`src/rtl/mmm_pkg.sv`:
```
// Shared types for the branch resolution path.
// Holds datapath width, queue depth and the queue entry bundle.
package mmm_pkg;

  localparam int XLEN      = 32;
  localparam int BRQ_DEPTH = 4;

  typedef struct packed {
    logic [XLEN-1:0] pc;
    logic            taken;
    logic [XLEN-1:0] target;
  } brq_entry_t;

endpackage

```
`src/rtl/brq_fifo.sv`:
```
// In-order queue of outstanding branch predictions.
// Ports: push/pop/clear in, head data, full/empty/count out.
module brq_fifo
  import mmm_pkg::*;
#(
  parameter int DEPTH = 4
) (
  input  logic                     clk_i,
  input  logic                     rst_n_i,
  input  logic                     clear_i,
  input  logic                     push_i,
  input  brq_entry_t               data_i,
  input  logic                     pop_i,
  output brq_entry_t               data_o,
  output logic                     full_o,
  output logic                     empty_o,
  output logic [$clog2(DEPTH):0]   count_o
);

  localparam int AW = $clog2(DEPTH);
  localparam int CW = AW + 1;

  brq_entry_t     mem_q [DEPTH];
  brq_entry_t     mem_d [DEPTH];
  logic [AW-1:0]  wptr_q, wptr_d;
  logic [AW-1:0]  rptr_q, rptr_d;
  logic [CW-1:0]  cnt_q, cnt_d;
  logic           do_push;
  logic           do_pop;

  assign full_o  = (cnt_q == CW'(DEPTH));
  assign empty_o = (cnt_q == '0);
  assign count_o = cnt_q;
  assign data_o  = mem_q[rptr_q];

  assign do_push = push_i && !full_o;
  assign do_pop  = pop_i && !empty_o;

  always_comb begin
    mem_d  = mem_q;
    wptr_d = wptr_q;
    rptr_d = rptr_q;
    cnt_d  = cnt_q;
    if (clear_i) begin
      wptr_d = '0;
      rptr_d = '0;
      cnt_d  = '0;
    end else begin
      if (do_push) begin
        mem_d[wptr_q] = data_i;
        wptr_d        = wptr_q + AW'(1);
      end
      if (do_pop) begin
        rptr_d = rptr_q + AW'(1);
      end
      unique case (1'b1)
        do_push && !do_pop: cnt_d = cnt_q + CW'(1);
        do_pop && !do_push: cnt_d = cnt_q - CW'(1);
        default:            cnt_d = cnt_q;
      endcase
    end
  end

  always_ff @(posedge clk_i or negedge rst_n_i) begin
    if (!rst_n_i) begin
      for (int i = 0; i < DEPTH; i++) begin
        mem_q[i] <= '0;
      end
      wptr_q <= '0;
      rptr_q <= '0;
      cnt_q  <= '0;
    end else begin
      mem_q  <= mem_d;
      wptr_q <= wptr_d;
      rptr_q <= rptr_d;
      cnt_q  <= cnt_d;
    end
  end

endmodule

```
`src/rtl/branch_resolution_unit.sv`:
```
// Matches fetch predictions against execute outcomes.
// Ports: pred_* from fetch, exe_* from execute, res_*/redirect out.
module branch_resolution_unit #(
  parameter int BRQ_DEPTH = mmm_pkg::BRQ_DEPTH
) (
  input  logic                          clk_i,
  input  logic                          rst_n_i,
  input  logic                          flush_i,
  input  logic                          pred_valid_i,
  output logic                          pred_ready_o,
  input  logic [mmm_pkg::XLEN-1:0]      pred_pc_i,
  input  logic                          pred_taken_i,
  input  logic [mmm_pkg::XLEN-1:0]      pred_target_i,
  input  logic                          exe_valid_i,
  output logic                          exe_ready_o,
  input  logic                          exe_taken_i,
  input  logic [mmm_pkg::XLEN-1:0]      exe_target_i,
  output logic                          res_valid_o,
  output logic                          res_del_o,
  output logic [mmm_pkg::XLEN-1:0]      res_pc_o,
  output logic [mmm_pkg::XLEN-1:0]      res_target_o,
  output logic                          mispredict_o,
  output logic [mmm_pkg::XLEN-1:0]      redirect_pc_o,
  output logic [$clog2(BRQ_DEPTH):0]    count_o
);

  import mmm_pkg::*;

  brq_entry_t      wr_entry;
  brq_entry_t      head;
  logic            full;
  logic            empty;
  logic            push_ok;
  logic            pop_ok;
  logic            miss;
  logic            squash;

  logic            res_valid_q, res_valid_d;
  logic            res_del_q, res_del_d;
  logic [XLEN-1:0] res_pc_q, res_pc_d;
  logic [XLEN-1:0] res_tgt_q, res_tgt_d;
  logic            mispred_q, mispred_d;
  logic [XLEN-1:0] redir_q, redir_d;

  assign wr_entry.pc     = pred_pc_i;
  assign wr_entry.taken  = pred_taken_i;
  assign wr_entry.target = pred_target_i;

  assign push_ok = pred_valid_i && !full;
  assign pop_ok  = exe_valid_i && !empty && !flush_i;

  assign miss = (head.taken != exe_taken_i) ||
                (head.taken && exe_taken_i &&
                 (head.target != exe_target_i));

  // A wrong guess means every younger entry is wrong-path.
  assign squash = flush_i || (pop_ok && miss);

  brq_fifo #(
    .DEPTH (BRQ_DEPTH)
  ) u_fifo (
    .clk_i   (clk_i),
    .rst_n_i (rst_n_i),
    .clear_i (squash),
    .push_i  (push_ok),
    .data_i  (wr_entry),
    .pop_i   (pop_ok),
    .data_o  (head),
    .full_o  (full),
    .empty_o (empty),
    .count_o (count_o)
  );

  always_comb begin
    res_valid_d = 1'b0;
    res_del_d   = 1'b0;
    res_pc_d    = '0;
    res_tgt_d   = '0;
    mispred_d   = 1'b0;
    redir_d     = '0;
    if (pop_ok && miss) begin
      res_valid_d = 1'b1;
      res_pc_d    = head.pc;
      mispred_d   = 1'b1;
      if (exe_taken_i) begin
        res_tgt_d = exe_target_i;
        redir_d   = exe_target_i;
      end else begin
        res_del_d = 1'b1;
        redir_d   = head.pc + XLEN'(4);
      end
    end
  end

  always_ff @(posedge clk_i or negedge rst_n_i) begin
    if (!rst_n_i) begin
      res_valid_q <= 1'b0;
      res_del_q   <= 1'b0;
      res_pc_q    <= '0;
      res_tgt_q   <= '0;
      mispred_q   <= 1'b0;
      redir_q     <= '0;
    end else begin
      res_valid_q <= res_valid_d;
      res_del_q   <= res_del_d;
      res_pc_q    <= res_pc_d;
      res_tgt_q   <= res_tgt_d;
      mispred_q   <= mispred_d;
      redir_q     <= redir_d;
    end
  end

  assign pred_ready_o  = !full;
  assign exe_ready_o   = !empty;
  assign res_valid_o   = res_valid_q;
  assign res_del_o     = res_del_q;
  assign res_pc_o      = res_pc_q;
  assign res_target_o  = res_tgt_q;
  assign mispredict_o  = mispred_q;
  assign redirect_pc_o = redir_q;

endmodule

```
`config.mk`:
```
export PLATFORM = sky130hd
export DESIGN_NAME = branch_resolution_unit
export DESIGN_NICKNAME = d
export VERILOG_FILES = /design/src/rtl/mmm_pkg.sv /design/src/rtl/brq_fifo.sv /design/src/rtl/branch_resolution_unit.sv
export SDC_FILE = /design/constraint.sdc
export NUM_CORES = 1
export LEC_CHECK = 0
export ABC_AREA = 1
export ABC_CLOCK_PERIOD_IN_PS = 2850
export BUFFER_PORTS_ARGS = -buffer_cell sky130_fd_sc_hd__buf_2
export CELL_PAD_IN_SITES_DETAIL_PLACEMENT = 1
export CELL_PAD_IN_SITES_GLOBAL_PLACEMENT = 2
export CORE_UTILIZATION = 31
export DETAILED_ROUTE_END_ITERATION = 10
export GPL_TIMING_DRIVEN = 0
export PLACE_DENSITY = 0.8
export SYNTH_ARGS = -nofsm -noshare
export SYNTH_HDL_FRONTEND = slang
export SYNTH_SLANG_ARGS = --single-unit
```
`constraint.sdc`:
```
create_clock -name clk_i -period 2.85 [get_ports clk_i]
set_input_delay 0.7125 -clock clk_i [delete_from_list [all_inputs] [get_ports clk_i]]
set_output_delay 0.7125 -clock clk_i [all_outputs]
set_load 0.02 [all_outputs]
```
==> flow_metrics.tcl <==
set metrics [dict create \
    status "complete, but fails checks" \
    failed_checks "setup timing" \
    synthMuxAreaShare_pct 0 \
    postRouteAntennaNets 0 \
    synth_fa_ha_area_share_pct 0.534 \
    die_w_um 242 \
    ys_warn_count 0 \
    vias_per_cell 5.45 \
    maxSlewViolCount 0 \
    finalWirelength_um 84400 \
    rows 87 \
    wl_per_cell_um 25.1 \
    ctsRootBufferMaster "clkbuf_16" \
    track_usage_pct 28.1 \
    startpoint_type "flip-flop" \
    fin_crit_ps 2990 \
    gp_congestion 0.917 \
    nFillCells 6687 \
    dp.cells 3217 \
    p_clk_share_pct 29.0 \
    syn_nets 2362 \
    syn_avg_cell_area_um2 7.91 \
    cp_data_required_time_ps 3330 \
    combinationalPowerShare_pct 34.6 \
    p_sw_mw 8.10 \
    rr_worst_depth 25 \
    hp-class "primary input to asynchronous set/reset pin" \
    cts_made_buffers 44 \
    yosysSeqAreaShare_pct 51.3 \
    drc_errors 0 \
    pre_cts_slack_ps -1460 \
    ys.flop_type "dfrtp_1" \
    period_share_pct 105 \
    timing.rr.end "u_fifo.mem_q[46]" \
    seqPwrFrac_pct 36.5 \
    swShare_pct 38.4 \
    grt_antenna_before_repair 3 \
    synth_xor_area_share_pct 1.18 \
    finalNonFillerCells 3357 \
    cts_htree_levels 2 \
    synth_cell_types 36 \
    n_antenna_cell 0 \
    p_int_mw 13.0 \
    layout_setup_ws_ps -141 \
    synth_top_family_by_area "simple AND/OR/NAND/NOR gates" \
    reg2reg_slack_ps -140 \
    die_y_um 242 \
    yosysMostFrequentCell "nand2_1" \
    synth-simple-area-share_pct 37.8 \
    crit_arrival_ps 3470 \
    clk_latency_ps 600 \
    synth.cell_area_mm2 0.0178 \
    grt_overflow 0 \
    ir_drop_v 0.000415 \
    cts_tree "built" \
    synthCells 2252 \
    synth_edf_count 0 \
    setup_viol 241 \
    final_layout_size_suffix_gt1_share_pct 25.8 \
    crit_fanout 6 \
    fmax_mhz 334 \
    ys_top_cells_by_area "dfrtp_1, nand2_1, nand4_1" \
    crit_type "flip-flop to flip-flop" \
    max-cap-violations 0 \
    start_util_pct 31.5 \
    fin_setup_tns_ps -18790 \
    final_nets 2676 \
    tightest_slew_ps 1000 \
    slew_headroom_pct 33.0 \
    synthTopCellsByCount "nand2_1, dfrtp_1, nand4_1, nand3_1, nor2_1" \
    area_growth_pct 35.3 \
    netlist.area_leader.share_pct 51.3 \
    grt_first_pass_wirelength_um 124000 \
    synth_compound_area_share_pct 2.40 \
    synth-seq-cells 365 \
    grt_max_degree 113 \
    dpl.hpwl_um 57300 \
    ios 207 \
    dieArea_mm2 0.0584 \
    finalHoldViolations 0 \
    drt_pass1_iterations 5 \
    fin_skew_ps 34.2 \
    power.total_mw 21.1 \
    vias 18297 \
    crit_path_end_kind "flip-flop" \
    rr_startpoint "u_fifo.rptr_q[0]" \
    leakagePower_nw 12.2 \
    drt_iter0_markers 1512 \
    place.port_buffers 206 \
    synth-async-reset-ratio_pct 100 \
    grt_pass1_vias 18928 \
    final_util_pct 42.6 \
    core_mm2 0.0566 \
    p_per_area_mw_per_mm2 875 \
    rsz0062_at_grt "true" \
    clk_pin_slew_ps 60 \
    cts_sinks 365 \
    cts.path.max_buffers 3 \
    synth_top_cell_by_area "dfrtp_1" \
]
==> cells in the final DEF, fill, tap and decap left out, drive strengths merged <==
master    synthesis  final
nor2            114    114
buf             102    369
and2              3      3
fa                1      1
a32o              4      4
clkbuf           73    135
nor4              1      1
o31ai             1      1
clkinvlp          0      1
nand3b            6      6
nand4           271    271
o21ai             8      8
inv              73     75
bufinv            0      7
nor3             13     13
dfrtp           365    365
ha                6      6
o22ai            27     27
xnor2             4      4
clkinv            1     11
nand2           982    982
a32oi             7      7
a21oi            16     16
a211oi            1      1
xor2             20     20
nand3           153    153
==> how the worst max path moves through the flow <==
stage | from | endpoint | slack, ps | cells past startpoint
5_1_grt | u_fifo.rptr_q[0] | u_fifo.mem_q[46] | -190 | 25
2_1_floorplan | u_fifo.rptr_q[1] | u_fifo.mem_q[23] | 30 | 18
3_5_place_dp | u_fifo.rptr_q[1] | u_fifo.mem_q[148] | -1460 | 17
6_report | u_fifo.rptr_q[0] | u_fifo.mem_q[46] | -140 | 25
4_1_cts | u_fifo.rptr_q[0] | res_target_o[8] | -90 | 17
3_3_place_gp | rst_n_i | u_fifo.mem_q[211] | -6300 | 1
==> cell type report <==
cell class | count | area [um^2] | share of cell area, %
well taps | 756 | 946 | 3.92
inverters | 74 | 295 | 1.23
clock inverters | 20 | 304 | 1.26
clock buffers | 61 | 1230 | 5.12
repair buffers | 270 | 1900 | 7.89
multi-input cells | 1638 | 8470 | 35.2
flip-flops and latches | 365 | 9130 | 37.9
plain buffers | 173 | 1810 | 7.52
==> per-stage QoR <==
step / hold slack [ps] / area, um^2
after floorplan: 417 / 17800
after global placement: 462 / 19800
after detailed placement: 466 / 19900
after CTS: 23.0 / 22900
after global routing: 39.4 / 24100
final: 17.1 / 24100
==> routing by layer <==
layer	wire length, um	global-route usage [%]	vias to the layer above	share of wire, %
met5	35	0	-	0.041
met4	3770	11.5	6	4.5
met3	5770	5.69	185	6.8
met2	38500	44.0	714	46
met1	36300	37.8	9303	43
li1	-	-	8089	-
==> critical path: stages, from the launching register on <==
cell       delay [ps]
dfrtp_1           370
buf_6             150
inv_8              80
buf_12            120
buf_8             130
nand2_1            70
nand3_1           100
nand2_1            80
nand2_1            70
nand2_1            50
inv_1              60
nand2_1            60
nor2_2            120
nand2_1            70
nor2_1            120
nand2_1           120
nand2_2           110
nand2_4            70
nand2_4            70
buf_6             100
nand4_1            90
buf_6             170
clkbuf_16         190
buf_16            160
nand2_2            60
nand2_1            50
==> what timing repair did <==
action | CTS | global route
pin swaps | 13 | 36
hold buffers | 0 | 0
endpoints found under the hold margin | 0 | 0
buffers inserted | 34 | 13
gates resized for setup | 286 | 261
endpoints found under the setup margin | 365 | 363
gates cloned | 7 | 9
==> sequential cells by signal (all words and copies together) (netlist names) <==
name	cells
u_fifo.mem_q	260
redirect_pc_o	32
res_pc_o	32
res_target_o	32
u_fifo.count_o	3
u_fifo.rptr_q	2
u_fifo.wptr_q	2
mispredict_o	1
res_del_o	1
==> kinds of logic after synthesis <==
kind of cell    Yosys count
xor+xnor                 24
compound gates           64
buf+inv                 249
simple gates           1543
fa+ha+maj                 7
flops                   365
==> power by group through the flow <==
stage	registers [mW]	clock network, mW	logic [mW]
after floorplan	7.51	0	3.59
after global placement	7.58	0	5.67
after detailed placement	7.63	0	5.86
after CTS	7.57	6.17	6.52
after global routing	7.85	6.37	7.89
final	7.70	6.11	7.29
Power figures use the tool's default switching activity.
